## config.mk

```make
export PLATFORM = sky130hd
export DESIGN_NAME = cla_group_carry_pipe_flat
export DESIGN_NICKNAME = d
export VERILOG_FILES = /design/src/rtl/cla_group_carry_pipe_if.sv /design/src/rtl/cla_group_carry_pipe.sv /design/src/flat_wrapper.sv
export SDC_FILE = /design/constraint.sdc
export NUM_CORES = 1
export LEC_CHECK = 0
export CAP_MARGIN = 30
export CORE_ASPECT_RATIO = 0.9
export CORE_UTILIZATION = 41
export DETAILED_ROUTE_END_ITERATION = 6
export PLACE_DENSITY = 0.79
export SYNTH_ARGS = -nofsm -noshare
export SYNTH_HDL_FRONTEND = slang
export SYNTH_SLANG_ARGS = --single-unit
```

## constraint.sdc

```tcl
create_clock -name clk -period 1.1 [get_ports clk]
set_input_delay 0.165 -clock clk [delete_from_list [all_inputs] [get_ports clk]]
set_output_delay 0.165 -clock clk [all_outputs]
set_load 0.05 [all_outputs]
```

## src/rtl/cla_group_carry_pipe_if.sv

```systemverilog
// Handshake bundle for the second-level CLA carry pipeline: group (G,P) pairs
// plus carry-in on the input side, group carries and the block (G,P) pair on the output side.
interface cla_group_carry_pipe_if #(
  parameter int NumGroups = 4
);
  logic                   in_valid;
  logic                   in_ready;
  logic [2*NumGroups-1:0] qg_in;
  logic                   cin;
  logic                   out_valid;
  logic                   out_ready;
  logic [NumGroups-1:0]   c_grp;
  logic                   cout;
  logic [1:0]             blk_qg;

  modport master (
    output in_valid, qg_in, cin, out_ready,
    input  in_ready, out_valid, c_grp, cout, blk_qg
  );

  modport slave (
    input  in_valid, qg_in, cin, out_ready,
    output in_ready, out_valid, c_grp, cout, blk_qg
  );
endinterface

```

## src/rtl/cla_group_carry_pipe.sv

```systemverilog
// Second-level carry lookahead: Kogge-Stone prefix over the group (G,P) pairs,
// split across two valid/ready register stages for full-throughput timing closure.
module cla_group_carry_pipe #(
  parameter int NumGroups = 4
) (
  input  logic                    clk,
  input  logic                    rst,
  cla_group_carry_pipe_if.slave   bus
);
  localparam int L   = $clog2(NumGroups);
  localparam int LS1 = (L + 1) / 2;

  typedef logic [NumGroups-1:0] vec_t;

  typedef struct packed {
    vec_t g;
    vec_t p;
    logic cin;
  } s1_t;

  typedef struct packed {
    vec_t       c;
    logic       cout;
    logic [1:0] blk;
  } s2_t;

  // Prefix levels lo..hi-1, level n combining spans at distance 2**n.
  // Descending index keeps each level reading only the previous level's values.
  function automatic logic [2*NumGroups-1:0] prefix(input vec_t g_in, input vec_t p_in,
                                                     input int lo, input int hi);
    vec_t g;
    vec_t p;
    g = g_in;
    p = p_in;
    for (int lvl = lo; lvl < hi; lvl++) begin
      for (int i = NumGroups - 1; i >= (1 << lvl); i--) begin
        g[i] = g[i] | (p[i] & g[i - (1 << lvl)]);
        p[i] = p[i] & p[i - (1 << lvl)];
      end
    end
    return {g, p};
  endfunction

  logic [2:1] vld_pipe;
  s1_t        s1;
  s2_t        s2;
  s1_t        s1_nxt;
  s2_t        s2_nxt;
  vec_t       g_raw, p_raw;
  vec_t       g_fin, p_fin;
  logic       s1_adv, s2_adv;

  assign s2_adv = !vld_pipe[2] || bus.out_ready;
  assign s1_adv = !vld_pipe[1] || s2_adv;

  always_comb begin
    g_raw = '0;
    p_raw = '0;
    for (int k = 0; k < NumGroups; k++) begin
      g_raw[k] = bus.qg_in[2*k+1];
      p_raw[k] = bus.qg_in[2*k];
    end
  end

  always_comb begin
    s1_nxt     = '0;
    s1_nxt.cin = bus.cin;
    {s1_nxt.g, s1_nxt.p} = prefix(g_raw, p_raw, 0, LS1);
  end

  // After the last level g_fin[k]/p_fin[k] span groups k..0, so each carry is one AND-OR with cin.
  always_comb begin
    {g_fin, p_fin} = prefix(s1.g, s1.p, LS1, L);
    s2_nxt      = '0;
    s2_nxt.c[0] = s1.cin;
    for (int k = 0; k < NumGroups - 1; k++)
      s2_nxt.c[k+1] = g_fin[k] | (p_fin[k] & s1.cin);
    s2_nxt.cout = g_fin[NumGroups-1] | (p_fin[NumGroups-1] & s1.cin);
    s2_nxt.blk  = {g_fin[NumGroups-1], p_fin[NumGroups-1]};
  end

  always_ff @(posedge clk) begin
    if (rst) begin
      vld_pipe <= '0;
      s1       <= '0;
      s2       <= '0;
    end else begin
      if (s2_adv) begin
        vld_pipe[2] <= vld_pipe[1];
        if (vld_pipe[1]) s2 <= s2_nxt;
      end
      if (s1_adv) begin
        vld_pipe[1] <= bus.in_valid;
        if (bus.in_valid) s1 <= s1_nxt;
      end
    end
  end

  assign bus.in_ready  = s1_adv && !rst;
  assign bus.out_valid = vld_pipe[2];
  assign bus.c_grp     = s2.c;
  assign bus.cout      = s2.cout;
  assign bus.blk_qg    = s2.blk;
endmodule

```

## src/flat_wrapper.sv

```systemverilog
// flat-port wrapper written by rule: the top's interface ports become plain ports
module cla_group_carry_pipe_flat 
#(
  parameter int NumGroups = 4
)
  (clk, rst, bus_in_valid, bus_qg_in, bus_cin, bus_out_ready, bus_in_ready, bus_out_valid, bus_c_grp, bus_cout, bus_blk_qg);
  cla_group_carry_pipe_if #(.NumGroups(NumGroups)) bus_i ();
  input  logic clk;
  input  logic rst;
  input wire logic [$bits(bus_i.in_valid)-1:0] bus_in_valid;
  input wire logic [$bits(bus_i.qg_in)-1:0] bus_qg_in;
  input wire logic [$bits(bus_i.cin)-1:0] bus_cin;
  input wire logic [$bits(bus_i.out_ready)-1:0] bus_out_ready;
  output wire logic [$bits(bus_i.in_ready)-1:0] bus_in_ready;
  output wire logic [$bits(bus_i.out_valid)-1:0] bus_out_valid;
  output wire logic [$bits(bus_i.c_grp)-1:0] bus_c_grp;
  output wire logic [$bits(bus_i.cout)-1:0] bus_cout;
  output wire logic [$bits(bus_i.blk_qg)-1:0] bus_blk_qg;
  assign bus_i.in_valid = bus_in_valid;
  assign bus_i.qg_in = bus_qg_in;
  assign bus_i.cin = bus_cin;
  assign bus_i.out_ready = bus_out_ready;
  assign bus_in_ready = bus_i.in_ready;
  assign bus_out_valid = bus_i.out_valid;
  assign bus_c_grp = bus_i.c_grp;
  assign bus_cout = bus_i.cout;
  assign bus_blk_qg = bus_i.blk_qg;
  cla_group_carry_pipe #(.NumGroups(NumGroups)) u_core (.clk(clk), .rst(rst), .bus(bus_i));
endmodule
```

==> flow_metrics.env, run 1 <==
export IMPL_status="finished, violations left"
export IMPL_violations="setup timing"
export IMPL_finalHoldViolCount=0
export IMPL_drive_gt1_frac=0.444
export IMPL_tritoncts="done"
export IMPL_ys_types=26
export IMPL_place_gp_congestion=0.837
export IMPL_die_area_um2=2160
export IMPL_rsz0062_at_grt="true"
export IMPL_fp_row_count=14
export IMPL_fin_ws_ns=-0.198
export IMPL_first_pass_iters=4
export IMPL_synth_area_um2=811
export IMPL_drv_cap=0
export IMPL_crit_arrival_ns=1.13
export IMPL_wl_per_cell_um=17.9
export IMPL_antenna_found_initial=0
export IMPL_io_buffers=21
export IMPL_first_iter_violations=31
export IMPL_r2r_end="u_core.g_fin[1]"
export IMPL_crit_slowest_cell="dfxtp_4"
export IMPL_grt_first_pass_wirelength_um=3810
export IMPL_grt_use_met3=0.0550
export IMPL_slew_headroom=0.829
export IMPL_die_y_um=44.2
export IMPL_cpPeakStageDelay_ns=0.36
export IMPL_clock_path_buffers=2
export IMPL_nNetsFinal=131
export IMPL_die_w_um=48.9
export IMPL_required_ns=0.94
export IMPL_synth_nets=98
export IMPL_final_cells=141
export IMPL_wirelength_um=2520
export IMPL_fin_skew_ns=0.00844
export IMPL_cellLeakagePower_nw=0.489
export IMPL_cp_end_kind="output port"
export IMPL_initial_core_util=0.458
export IMPL_cts_root_buf="clkbuf_4"
export IMPL_use_met2=0.433
export IMPL_yosys_register_bits=18
export IMPL_clk_pin_slew_ns=0.11
export IMPL_drtAntennaViolNets=0
export IMPL_finalPower_w=0.00148
export IMPL_area_growth_pct=66.7
export IMPL_clock_latency_ns=0.29
export IMPL_grt_start_max_net_pins=11
export IMPL_register_area_um2=368
export IMPL_synth_cells=85
export IMPL_hold_buffers=0
export IMPL_grt_met1_usage=0.262
export IMPL_cellPowerDensity_nw_per_um2=1090
export IMPL_yosys_warnings=0
export IMPL_multi_input_area_um2=494
export IMPL_htree_levels=1
export IMPL_io_pin_count=22
export IMPL_num_fill_cells=115
export IMPL_reg2regPathDepth=5
export IMPL_final_util=0.764
export IMPL_fin_tns_setup_ns=-1.22
export IMPL_synth_async_reset_ratio=0
export IMPL_hold_class="input port to register"
export IMPL_setup_viol=12
export IMPL_crit_chain="and3b_2 > nor2_4 > buf_12"
export IMPL_syn_avg_cell_area_um2=9.54
export IMPL_hold_ws_ns=0.434
export IMPL_ys_seq_area_frac=0.444
export IMPL_cts_sinks=18
export IMPL_first_global_vias=812
export IMPL_via_count=815
export IMPL_r2r_setup_slack_ns=-0.15
export IMPL_finalCritPeriodShare=1.18
export IMPL_worstHoldStart="bus_out_ready"
export IMPL_diodes=0
export IMPL_worst_slew_pin_slew_ns=0.256
export IMPL_crit_reg2reg_launch="u_core.vld_pipe[1]"
export IMPL_avgViaCountPerCell=5.78
export IMPL_drcViolationCount=0
export IMPL_period_minus_slack_ns=1.30
export IMPL_synth_ff_type="dfxtp_1"
export IMPL_slew_violations=0
export IMPL_core_region_area_um2=1770
export IMPL_cts_buffers=3
export IMPL_crit_type="register to output port"
export IMPL_whs_path_depth=3
export IMPL_start_kind="register"
export IMPL_min_to="u_core.vld_pipe[2]"
export IMPL_cp_max_fo=2
export IMPL_hpwlAfterDp_um=1600
export IMPL_ir_drop_uv=621
export IMPL_placed_cells=134
export IMPL_grt_overflow_total=0
export IMPL_synth_edff_count=0
export IMPL_max_freq_ghz=0.770
export IMPL_track_usage=0.240
export IMPL_grt_busiest_layer="met2"
## kinds of logic after synthesis
family / share of synthesized area
simple gates: 0.145
flops: 0.444
buf+inv: 0.0725
compound gates: 0.338
## worst max path at each step
stage | startpoint | to | slack, ns | cells after the start
after detailed placement | bus_out_ready | u_core.bus.c_grp[3] | -0.34 | 4
after CTS | u_core.vld_pipe[1] | bus_in_ready | -0.18 | 3
final | u_core.vld_pipe[1] | bus_in_ready | -0.20 | 3
after global placement | bus_out_ready | u_core.g_fin[1] | -0.28 | 5
after global routing | u_core.vld_pipe[1] | bus_in_ready | -0.21 | 3
after floorplan | u_core.vld_pipe[1] | bus_in_ready | -0.05 | 4
## Yosys cell counts, types with 2 or more instances
| library cell | instances | area share |
|---|---|---|
| nand4_1 | 4 | 0.031 |
| a21oi_1 | 22 | 0.14 |
| dfxtp_1 | 18 | 0.44 |
| buf_6 | 2 | 0.028 |
| nand3_1 | 4 | 0.025 |
| a211oi_1 | 4 | 0.037 |
| a211oi_2 | 3 | 0.046 |
| o21ai_0 | 2 | 0.012 |
| buf_2 | 4 | 0.025 |
| nor2_1 | 2 | 0.0093 |
| o21ai_1 | 4 | 0.025 |
| inv_1 | 2 | 0.0093 |
## critical path, delay by kind of cell, from the launching register on
kind	cells	cell delay, ns
buffers and inverters	1	0.14
DFF	1	0.36
and+or+nand+nor	2	0.33
## sequential cells by signal, indices dropped and copies added, names as in the netlist
name and count:
u_core.bus.blk_qg 2, u_core.bus.c_grp 4, u_core.bus.cout 1, u_core.g_fin 2, u_core.p_fin 2, u_core.s1 5, u_core.vld_pipe 2
## area by class of cell
| class | count | area share |
|---|---|---|
| inverters | 3 | 0.0148 |
| flip-flops and latches | 18 | 0.272 |
| multi-input cells | 58 | 0.366 |
| well taps | 24 | 0.0222 |
| clock buffers | 4 | 0.0194 |
| repair buffers | 34 | 0.306 |
## cell usage in the layout (no fill, tap or decap), types with 2 or more instances in the layout
cell type / netlist / layout
clkbuf_4: 0 / 3
a211oi_2: 3 / 5
dfxtp_1: 18 / 16
nand4_1: 4 / 4
a21oi_1: 22 / 19
clkdlybuf4s50_1: 0 / 11
nor2_4: 0 / 2
buf_4: 0 / 11
buf_12: 0 / 10
dfxtp_4: 0 / 2
a21oi_2: 1 / 4
nand3_1: 4 / 4
a211oi_1: 4 / 2
o21ai_4: 0 / 3
o21ai_2: 1 / 2
o21ai_1: 4 / 2
## through the flow
step / area, um2 / setup slack, ns
after floorplan: 822 / -0.0537
after global placement: 1200 / -0.278
after detailed placement: 1200 / -0.345
after CTS: 1300 / -0.184
after global routing: 1350 / -0.211
final: 1350 / -0.198
## report_power, final
group | leakage [nW] | internal (W) | switching, W
Combinational | 0.324 | 0.000198 | 0.000210
Sequential | 0.149 | 0.000687 | 0.0000368
Clock | 0.0150 | 0.000141 | 0.000204
## routing by layer
layer | vias up | wire length [um]
met5 | - | 0
met4 | 0 | 146
met3 | 15 | 151
met2 | 44 | 1240
met1 | 377 | 984
li1 | 379 | -
## what timing repair did
item / in CTS / in global routing
setup buffers: 3 / 1
resized for setup: 16 / 15
pin swaps: 2 / 3
setup endpoints to repair: 12 / 16
cloned: 0 / 0
(Power assumes the default switching activity.)
==> run 2: changes to the inputs <==
--- a/config.mk
+++ b/config.mk
@@ -6,10 +6,13 @@
 export NUM_CORES = 1
 export LEC_CHECK = 0
 export CAP_MARGIN = 30
-export CORE_ASPECT_RATIO = 0.9
-export CORE_UTILIZATION = 41
+export CELL_PAD_IN_SITES_DETAIL_PLACEMENT = 1
+export CELL_PAD_IN_SITES_GLOBAL_PLACEMENT = 1
+export CORE_ASPECT_RATIO = 1.4
+export CORE_MARGIN = 2
+export CORE_UTILIZATION = 31
 export DETAILED_ROUTE_END_ITERATION = 6
-export PLACE_DENSITY = 0.79
+export PLACE_DENSITY = 0.8
 export SYNTH_ARGS = -nofsm -noshare
 export SYNTH_HDL_FRONTEND = slang
 export SYNTH_SLANG_ARGS = --single-unit
==> run 2 against run 1 <==
  * The flow still finishes with violations (setup timing)
  * Worst setup slack got worse by 0.011 ns
  * Routed wire length increased by 5.4%
  * Clock power increased by 20%
  * Hold slack improved by 0.0063 ns
  * Critical path type unchanged
  * Largest cell class unchanged
==> flow_metrics.env, run 2 (same netlist as run 1, synthesis figures left out) <==
export IMPL_status="finished, violations left"
export IMPL_violations="setup timing"
export IMPL_wl_met2_um=1570
export IMPL_crit_start="u_core.vld_pipe[2]"
export IMPL_hold_class="input port to register"
export IMPL_most_common_layout_cells="a21oi_1 (21), dfxtp_1 (16), buf_4 (12), clkdlybuf4s50_1 (11), buf_12 (10)"
export IMPL_io_buffers=21
export IMPL_first_iter_violations=12
export IMPL_fin_ws_ns=-0.209
export IMPL_cpPeakStageDelay_ns=0.37
export IMPL_grt_overflow_total=0
export IMPL_final_cells=159
export IMPL_fp_row_count=21
export IMPL_r2r_end="u_core.bus.blk_qg[1]"
export IMPL_htree_levels=1
export IMPL_area_growth_pct=81.0
export IMPL_initial_core_util=0.332
export IMPL_via_count=819
export IMPL_first_global_vias=864
export IMPL_cp_max_fo=3
export IMPL_worstHoldStart="bus_cin"
export IMPL_finalPower_w=0.00158
export IMPL_clock_latency_ns=0.29
export IMPL_drcViolationCount=0
export IMPL_finalHoldViolCount=0
export IMPL_reg2regPathDepth=6
export IMPL_num_fill_cells=270
export IMPL_cts_buffers=3
export IMPL_nNetsFinal=139
export IMPL_wirelength_um=2650
export IMPL_track_usage=0.183
export IMPL_first_pass_iters=4
export IMPL_wl_per_cell_um=16.7
export IMPL_core_region_area_um2=2440
export IMPL_clock_path_buffers=2
export IMPL_required_ns=0.94
export IMPL_crit_reg2reg_launch="u_core.vld_pipe[1]"
export IMPL_drtAntennaViolNets=0
export IMPL_top_register="u_core.s1"
export IMPL_cts_sinks=18
export IMPL_period_minus_slack_ns=1.31
export IMPL_r2r_setup_slack_ns=-0.14
export IMPL_fin_skew_ns=0.00446
export IMPL_cp_end_kind="output port"
export IMPL_cts_root_buf="clkbuf_4"
export IMPL_start_kind="register"
export IMPL_setup_viol=16
export IMPL_finalCritPeriodShare=1.19
export IMPL_placed_cells=145
export IMPL_clk_pin_slew_ns=0.11
export IMPL_cp_endpoint="bus_in_ready"
export IMPL_ir_drop_uv=702
export IMPL_die_y_um=64.5
export IMPL_antenna_found_initial=0
export IMPL_crit_arrival_ns=1.14
export IMPL_grt_first_pass_wirelength_um=4050
export IMPL_tritoncts="done"
export IMPL_crit_slowest_cell="dfxtp_4"
export IMPL_drv_cap=0
export IMPL_io_pin_count=22
export IMPL_worst_slew_pin_slew_ns=0.283
export IMPL_cellPowerDensity_nw_per_um2=1070
export IMPL_wl_met3_um=57
export IMPL_met1_length_um=988
export IMPL_grt_start_max_net_pins=11
export IMPL_diodes=0
export IMPL_hpwlAfterDp_um=1750
export IMPL_slew_headroom=0.811
export IMPL_rsz0062_at_grt="true"
export IMPL_mostFrequentLayoutCell="a21oi_1"
export IMPL_slew_violations=0
export IMPL_crit_type="register to output port"
export IMPL_hold_buffers=0
export IMPL_hold_ws_ns=0.440
export IMPL_die_area_um2=3050
export IMPL_max_freq_ghz=0.764
export IMPL_place_gp_congestion=0.748
export IMPL_avgViaCountPerCell=5.15
export IMPL_die_w_um=47.2
export IMPL_highest_layer="met4"
export IMPL_cellLeakagePower_nw=0.557
export IMPL_crit_chain="and3b_2 > nor2_4 > buf_12"
export IMPL_drive_gt1_frac=0.504
export IMPL_largest_register_ffs=5
[run 2: cell count changes in the layout (fill, tap and decap cells not counted), sizes merged]
cell | previous run | this run
buf | 22 | 30
[run 2: worst min-delay path by stage]
stage | to | slack, ns | cells after the start
2_1_floorplan | u_core.p_fin[0] | 0.31 | 2
6_report | u_core.s1[0] | 0.44 | 3
4_1_cts | u_core.vld_pipe[1] | 0.42 | 3
3_5_place_dp | u_core.s1[3] | 0.49 | 2
3_3_place_gp | u_core.s1[3] | 0.47 | 2
5_1_grt | u_core.s1[0] | 0.43 | 3
[run 2: where the power goes]
group / internal (W) / switching, W / leakage [nW]
clock network: 0.000202 / 0.000212 / 0.0210
registers: 0.000687 / 0.0000378 / 0.149
logic: 0.000224 / 0.000214 / 0.387
[run 2: layer usage]
metal,track usage,vias to the layer above
met2,0.318,19
met3,0.0279,4
met1,0.215,400
li1,-,396
met4,0.0625,0
met5,0,-
[run 2: final cells by class]
class,count,area [um2],area share
clock buffers,4,36.3,0.0247
multi-input cells,58,502,0.342
flip-flops and latches,18,368,0.251
inverters,3,20.0,0.0136
repair buffers,42,499,0.340
well taps,34,42.5,0.0290
[run 2: per-stage QoR]
step                utilization  instance area, um2  TNS, ns  setup WS [ns]
finish                    0.601                1470    -1.69         -0.209
global route              0.601                1470    -2.65         -0.254
CTS                       0.552                1350   -0.957         -0.222
detailed placement        0.498                1220    -5.22         -0.356
global placement          0.498                1220    -4.62         -0.288
floorplan                     -                 822  -0.0537        -0.0537
[run 2: critical path: cells and delay by family (launching register included)]
| family | cells | cell delay (ns) |
|---|---|---|
| buffers and inverters | 1 | 0.14 |
| DFF | 1 | 0.37 |
| and+or+nand+nor | 2 | 0.34 |
[run 2: repair_timing]
item,in CTS,in global routing
pin swaps,1,9
setup buffers,4,7
gates cloned,0,0
gates resized for setup,18,21
setup endpoints to repair,14,18
==> run 3: changes to the inputs <==
--- a/config.mk
+++ b/config.mk
@@ -13,6 +13,7 @@
 export CORE_UTILIZATION = 31
 export DETAILED_ROUTE_END_ITERATION = 6
 export PLACE_DENSITY = 0.8
+export SLEW_MARGIN = 20
 export SYNTH_ARGS = -nofsm -noshare
 export SYNTH_HDL_FRONTEND = slang
 export SYNTH_SLANG_ARGS = --single-unit
==> results of run 3 <==
No change in the layout: final DEF, timing and power equal those of run 2.
